<file path="src/rtl/div64by32_seq.sv">
// Sequential restoring divider: a 2N-bit dividend divided by an N-bit divisor, one quotient bit
// per clock. Divide-by-zero and quotient overflow are resolved at start and finish early.
module div64by32_seq #(
    parameter int unsigned N = 32
) (
    input  logic           clk,
    input  logic           rst,
    input  logic           start,
    input  logic [2*N-1:0] dividend,
    input  logic [N-1:0]   divisor,
    output logic           busy,
    output logic           done,
    output logic [N-1:0]   quotient,
    output logic [N-1:0]   remainder,
    output logic           div_by_zero,
    output logic           overflow
);

    localparam int unsigned CW = (N > 1) ? $clog2(N) : 1;
    localparam logic [CW-1:0] LastCnt = CW'(N - 1);

    localparam logic [1:0] StIdle = 2'd0;
    localparam logic [1:0] StRun  = 2'd1;
    localparam logic [1:0] StDone = 2'd2;

    logic [1:0]    state_q, state_d;
    logic [CW-1:0] cnt_q, cnt_d;
    // The partial remainder is always below the divisor, so N bits hold it; only the shifted
    // trial value needs the extra bit.
    logic [N-1:0]  r_q, r_d;
    logic [N-1:0]  q_q, q_d;
    logic [N-1:0]  d_q, d_d;
    logic [N-1:0]  quot_q, quot_d;
    logic [N-1:0]  rem_q, rem_d;
    logic          dbz_q, dbz_d;
    logic          ovf_q, ovf_d;

    logic [N:0]    trial;
    logic          fits;
    logic [N-1:0]  diff;
    logic [N-1:0]  r_next;
    logic [N-1:0]  q_shift;

    always_comb begin
        trial   = {r_q, q_q[N-1]};
        fits    = trial >= {1'b0, d_q};
        // Modular subtraction is exact whenever fits is set, since the result is below d_q.
        diff    = trial[N-1:0] - d_q;
        r_next  = fits ? diff : trial[N-1:0];
        q_shift = (q_q << 1) | N'(fits);
    end

    always_comb begin
        state_d = state_q;
        cnt_d   = cnt_q;
        r_d     = r_q;
        q_d     = q_q;
        d_d     = d_q;
        quot_d  = quot_q;
        rem_d   = rem_q;
        dbz_d   = dbz_q;
        ovf_d   = ovf_q;
        case (state_q)
            StIdle: begin
                if (start) begin
                    if (divisor == '0) begin
                        state_d = StDone;
                        dbz_d   = 1'b1;
                        ovf_d   = 1'b0;
                        quot_d  = '1;
                        rem_d   = dividend[N-1:0];
                    end else if (dividend[2*N-1:N] >= divisor) begin
                        state_d = StDone;
                        dbz_d   = 1'b0;
                        ovf_d   = 1'b1;
                        quot_d  = '1;
                        rem_d   = '0;
                    end else begin
                        state_d = StRun;
                        r_d     = dividend[2*N-1:N];
                        q_d     = dividend[N-1:0];
                        d_d     = divisor;
                        cnt_d   = '0;
                        dbz_d   = 1'b0;
                        ovf_d   = 1'b0;
                    end
                end
            end
            StRun: begin
                r_d   = r_next;
                q_d   = q_shift;
                cnt_d = cnt_q + 1'b1;
                if (cnt_q == LastCnt) begin
                    state_d = StDone;
                    cnt_d   = '0;
                    quot_d  = q_shift;
                    rem_d   = r_next;
                end
            end
            StDone: begin
                state_d = StIdle;
            end
            default: begin
                state_d = StIdle;
            end
        endcase
    end

    always_ff @(posedge clk) begin
        if (rst) begin
            state_q <= StIdle;
            cnt_q   <= '0;
            quot_q  <= '0;
            rem_q   <= '0;
            dbz_q   <= 1'b0;
            ovf_q   <= 1'b0;
        end else begin
            state_q <= state_d;
            cnt_q   <= cnt_d;
            quot_q  <= quot_d;
            rem_q   <= rem_d;
            dbz_q   <= dbz_d;
            ovf_q   <= ovf_d;
        end
    end

    // Working registers need no reset: they are always loaded before use.
    always_ff @(posedge clk) begin
        r_q <= r_d;
        q_q <= q_d;
        d_q <= d_d;
    end

    assign busy        = (state_q == StRun);
    assign done        = (state_q == StDone);
    assign quotient    = quot_q;
    assign remainder   = rem_q;
    assign div_by_zero = dbz_q;
    assign overflow    = ovf_q;

endmodule

</file>
<file path="config.mk">
export PLATFORM = sky130hd
export DESIGN_NAME = div64by32_seq
export DESIGN_NICKNAME = d
export VERILOG_FILES = /design/src/rtl/div64by32_seq.sv
export SDC_FILE = /design/constraint.sdc
export NUM_CORES = 1
export LEC_CHECK = 0
export ABC_AREA = 1
export CORE_AREA = 2 2 226 117
export CTS_BUF_LIST = sky130_fd_sc_hd__clkbuf_8 sky130_fd_sc_hd__clkbuf_16
export CTS_CLUSTER_DIAMETER = 50
export DETAILED_ROUTE_END_ITERATION = 6
export DIE_AREA = 0 0 228 119
export PLACE_DENSITY = 0.77
export SLEW_MARGIN = 10
export SYNTH_ARGS = -nofsm -noshare
export SYNTH_HDL_FRONTEND = slang
export SYNTH_SLANG_ARGS = --single-unit
export TNS_END_PERCENT = 10
</file>
<file path="constraint.sdc">
create_clock -name clk -period 11.3 [get_ports clk]
set_input_delay 2.825 -clock clk [delete_from_list [all_inputs] [get_ports clk]]
set_output_delay 2.825 -clock clk [all_outputs]
set_load 0.02 [all_outputs]
</file>
# After elaboration in Yosys (flattened, before gate mapping)
# Cells that the tools add are included.
[op_classes]
n_addsub = 2
n_lt_le_gt_ge = 2
eq_ne = 8
n_mux = 32
bitwise = 3
reduce_logical = 8
[ops]
columns = ["cell", "count"]
rows = [
  ["$mux W32", 15],
  ["$pmux W32 S2", 4],
  ["$ge A33 B32 Y1", 1],
  ["$ge A32 B32 Y1", 1],
  ["$logic_not A32 Y1", 1],
  ["$or A32 B1 Y32", 1],
  ["$sub A32 B32 Y32", 1],
  ["$mux W5", 4],
  ["$reduce_and A4 Y1", 3],
  ["$pmux W5 S2", 1],
  ["$mux W2", 4],
  ["$ne A2 B2 Y1 const B", 3],
  ["$add A5 B1 Y5 const B", 1],
  ["$eq A5 B5 Y1 const B", 1],
  ["$pmux W2 S2", 1],
  ["$reduce_and A2 Y1", 2],
  ["$mux W1", 3],
  ["$ne A3 B3 Y1 const B", 1],
  ["$eq A2 B1 Y1 const B", 1],
  ["$eq A2 B2 Y1 const B", 1],
  ["$logic_not A2 Y1", 1],
  ["$ne A2 B1 Y1 const B", 1],
  ["$not A1 Y1", 2],
  ["$reduce_bool A2 Y1", 1],
]
[word_totals]
register_bits = 169
in_bits = 99
output_inout_bits = 68
elab_cells = 64

# Longest topological paths before layout
[logic_depth]
depth_word = 5
mapped_depth = 19

# Least setup slack after synthesis
# Ideal clock, no wire load.
[synth_timing]
kind = "in2reg"
start = "input divisor[7]"
end = "register q_q[0] (enable)"
arrival_ns = 5.203
required_time_ns = 10.882
setup_slack_ns = 5.679
cell_stages = 12
n_path_buf = 0
path_cell_list = "inv_1 ha_1 a21o_1 nor2_1 nand2_1 nand2_1 nand2_1 nand2_1 nand4_1 nand2_1 nand2_1 inv_1"
[synth_between]
elab_chain_cells = 3
word_cells_on_any_way = 5
[synth_lines]
columns = ["item", "line_no", "source"]
rows = [
  ["from (decl)", "10", "input logic [N-1:0] divisor,"],
  ["$ge A32 B32 Y1 / $logic_not A32 Y1 (equally long branches)", "72, 66", ""],
  ["$ne A2 B2 Y1 (no source line)", "--", ""],
  ["$reduce_and A4 Y1 (no source line) *", "--", ""],
  ["to (signal assigned)", "130", "q_q <= q_d;"],
  ["to (decl)", "31", "logic [N-1:0] q_q, q_d;"],
]
# Every way passes the cells marked *; elsewhere a longest branch is shown, timed or not.
# A chain may end at the register's enable or synchronous reset.

# Worst setup path after layout
[layout_timing]
start = "input divisor[1]"
end = "register r_q[10] (enable)"
[layout_between]
elab_chain_cells = 3
word_cells_on_any_way = 5
[layout_lines]
columns = ["item", "line_no", "source"]
rows = [
  ["$ge A32 B32 Y1 / $logic_not A32 Y1 (equally long branches)", "72, 66", ""],
  ["$ne A2 B2 Y1 (no source line)", "--", ""],
  ["$reduce_and A4 Y1 (no source line) *", "--", ""],
  ["to (signal assigned)", "129", "r_q <= r_d;"],
  ["to (decl)", "30", "logic [N-1:0] r_q, r_d;"],
]
# Marks and branches as above.

==> summary.md <==
* flip-flop — Worst Setup End Kind
* 28.67 mm — total half-perimeter wirelength after legalization and detailed placement
* 2 — buffer levels on the longest clock path
* 1167 — number of design-rule violations left by the first detailed-router iteration
* 2068 — number of instances in the placed design
* 0 — DRC viols
* 11380 ps — critical path data required time
* r_q[23]$_DFFE_PP_ — worst flop-to-flop path startpoint
* 0.0001099 V — Worst VDD drop
* 28.08% — global-route total usage across every layer
* finished clean — result of the run
* 53.28% — Post-Route Utilization
* 58.03 mm — first-pass GRT wire length
* 167 — Top-Level Pins
* 6020 ps — critical path data arrival time
* 9.636 ps — Fin Clk Skew
* remainder[2]$_SDFFE_PP0P_ — Reg-to-Reg End
* sky130_fd_sc_hd__clkbuf_16 — clock root cell
* 0 — final number of hold-violating endpoints
* false — unrepaired setup endpoints after global routing
* primary input — type of origin of the critical path
* 0 — GRT Residual Overflow
* 4344 sq um — Reg area
* 10810 — DR vias
* 50 — biggest fanout along the worst timing path
* 17 — cts bufs inserted
* 1181 ps — Tightest Pin Transition
* 21.82% — area delta synth->final
* 13 — depth of the most critical reg-to-reg path
* 5.378% — fraction of layout cells with a size suffix above 1
* 0 — antenna violations before repair
* 70 ps — register clock-pin slew on the reported worst setup and hold paths
* 0 — Warnings, synthesis
* 0 ps — total negative slack
* overflow$_SDFFE_PP0P_ — worst-case hold path end point
* 4 — level count of the clock H-tree
* 25540 sq um — placeable core region
* 11170 sq um — netlist area before placement
* 169 — synthesized flop and latch total
* 228 microns — horizontal die dimension
* 0.9319 — Placer Congestion
* 21.08% — relative slew slack
* 1901 — Final Net Count
* 13610 sq um — post-route cell area
* 6.999 sq um — mean instance size in the synthesized netlist
* 27130 sq um — Die Footprint
* 168.4 MHz — highest attainable clock frequency
* 25.81% — portion of synthesized cell area occupied by the leading cell type
* 0 — max-slew violation count
* 0 — CTS-repair resized insts
* 119 microns — Die Height
* 169 — Num Clock Sinks
* 5.149 — ratio of routed vias to standard cells
* 459 x sky130_fd_sc_hd__nand2_1, 288 x sky130_fd_sc_hd__nor2_1, 242 x sky130_fd_sc_hd__inv_1 — commonest non-fill, non-tap cells in the layout
* 17.93 microns — post-detailed-route wirelength per cell
* built — TritonCTS clock tree
* 2100 — number of non-filler instances in the completed layout
* 1596 — number of cells produced by synthesis
* 1762 — post-synthesis net count
* sky130_fd_sc_hd__edfxtp_1 26%, sky130_fd_sc_hd__nand2_1 15%, sky130_fd_sc_hd__dfxtp_1 13% — Area contributors post-synth
* 0 — Post-CTS Setup Inserts
* 166.1 nW/um^2 — pwr dens
* 13030 sq um — cell area reported after detailed placement
* 166 — Port Buffer Count
* 0 — post-route antenna net violation count
* 37.66 mm — final routed wirelength across all metal layers
* 2 — depth of the worst hold-timing path
* 0 — hold bufs inserted after CTS
* 7570 ps — register-to-register setup slack
* 5939 ps — final critical-path required period
* 0 — total inserted antenna cells
* in -> reg — Crit Path Category
* 42 — Cell Rows
* 0 — final setup violation count
* 2487 — final-layout fill cell count
* 6.548 nW — Leakage
* 38 — count of cell types in the netlist
* 66 — pin count of the biggest net entering global routing
* sky130_fd_sc_hd__nand2_1 — commonest non-fill, non-tap cell in the layout
* 5594 sq um — multi-input gate area in the final layout
* sky130_fd_sc_hd__edfxtp_1 — cell taking the most area after synthesis
* 460 ps — source-to-sink clock delay at the later pin of the worst-skew pair
* 10250 — vias in the first global route
* 38.89% — sequential cell area fraction in the yosys report
* 52.56% — final cycle utilization of the critical path
* reg -> reg — worst min path class
* 5 — detailed-router iteration count before antenna repair
* overflow$_SDFFE_PP0P_ — Hold Path Origin
* 43.74% — effective utilization at floorplan
* 0 — max capacitance violation total
power breakdown:
part	total [mW]	internal, mW	switching, mW
combinational	0.861	0.293	0.568
sequential	0.808	0.761	0.0464
clock	0.591	0.303	0.288
synthesized netlist by cell type, drive strengths merged:
master / number
fa: 1
o21bai: 5
ha: 66
and3: 1
nand3: 168
and2: 6
xor2: 15
nand2: 464
edfxtp: 96
o21ai: 1
or2: 6
nand4: 50
nor2: 294
o211ai: 2
buf: 40
a21o: 3
a21oi: 34
dfxtp: 73
clkbuf: 14
inv: 247
o21a: 1
nor3: 9
how the worst max path moves through the flow:
| stage | startpoint | to | slack (ps) |
|---|---|---|---|
| 6_report | divisor[1] | r_q[10]$_DFFE_PP_ | 5360 |
| 4_1_cts | divisor[1] | r_q[10]$_DFFE_PP_ | 5390 |
| 3_3_place_gp | divisor[1] | r_q[9]$_DFFE_PP_ | 5010 |
| 5_1_grt | divisor[1] | r_q[10]$_DFFE_PP_ | 5150 |
| 3_5_place_dp | divisor[1] | r_q[9]$_DFFE_PP_ | 4920 |
| 2_1_floorplan | divisor[7] | q_q[0]$_DFFE_PP_ | 5680 |
stage by stage:
stage,power [mW],setup slack [ps],hold slack (ps)
after floorplan,1.368,5679,440.9
after global placement,1.651,5006,451.7
after detailed placement,1.663,4922,457.2
after CTS,2.254,5389,468.3
after global routing,2.389,5154,500.4
final,2.260,5361,472.1
kinds of logic (layout without fill, tap and decap cells):
| kind of cell | Yosys count | after routing | synth area share, % |
|---|---|---|---|
| compound gates | 46 | 46 | 2.375 |
| xor+xnor | 15 | 15 | 1.176 |
| fa+ha+maj | 67 | 67 | 7.572 |
| buf+inv | 301 | 453 | 11.21 |
| flops | 169 | 169 | 38.89 |
| simple gates | 998 | 998 | 38.78 |
metal layers:
layer	up-vias	share of wire, %	track usage [%]
li1	5301	-	-
met4	0	1.9	8.047
met3	43	8.4	5.843
met5	-	0	0
met1	4954	51	42.89
met2	515	39	39.33
registers in the layout (all words and copies together), names as in the netlist:
| signal | flops |
|---|---|
| r_q | 32 |
| overflow | 1 |
| d_q | 32 |
| div_by_zero | 1 |
| quotient | 32 |
| cnt_q | 5 |
| q_q | 32 |
| remainder | 32 |
| state_q | 2 |
layout make-up:
class                   instances  share of cell area [%]
clock inverters                14                  0.9470
repair buffers                174                   12.65
inverters                     247                   6.822
well taps                     352                   3.236
flip-flops and latches        169                   31.92
multi-input cells            1126                   41.11
clock buffers                  18                   3.310
worst max-delay path, cell delays in order:
cell and delay [ps]:
sky130_fd_sc_hd__clkdlybuf4s50_1 540, sky130_fd_sc_hd__inv_1 70, sky130_fd_sc_hd__ha_1 320, sky130_fd_sc_hd__nand2_1 80
sky130_fd_sc_hd__nand2_1 80, sky130_fd_sc_hd__nand2_1 70, sky130_fd_sc_hd__nand2_1 80, sky130_fd_sc_hd__nand2_1 80
sky130_fd_sc_hd__nand2_1 80, sky130_fd_sc_hd__nand2_1 60, sky130_fd_sc_hd__nand2_1 120, sky130_fd_sc_hd__nand2_1 120
sky130_fd_sc_hd__nand4_1 220, sky130_fd_sc_hd__nand2_1 140, sky130_fd_sc_hd__nand2_1 160, sky130_fd_sc_hd__clkinv_2 300
sky130_fd_sc_hd__buf_4 650
(Power assumes the default switching activity.)
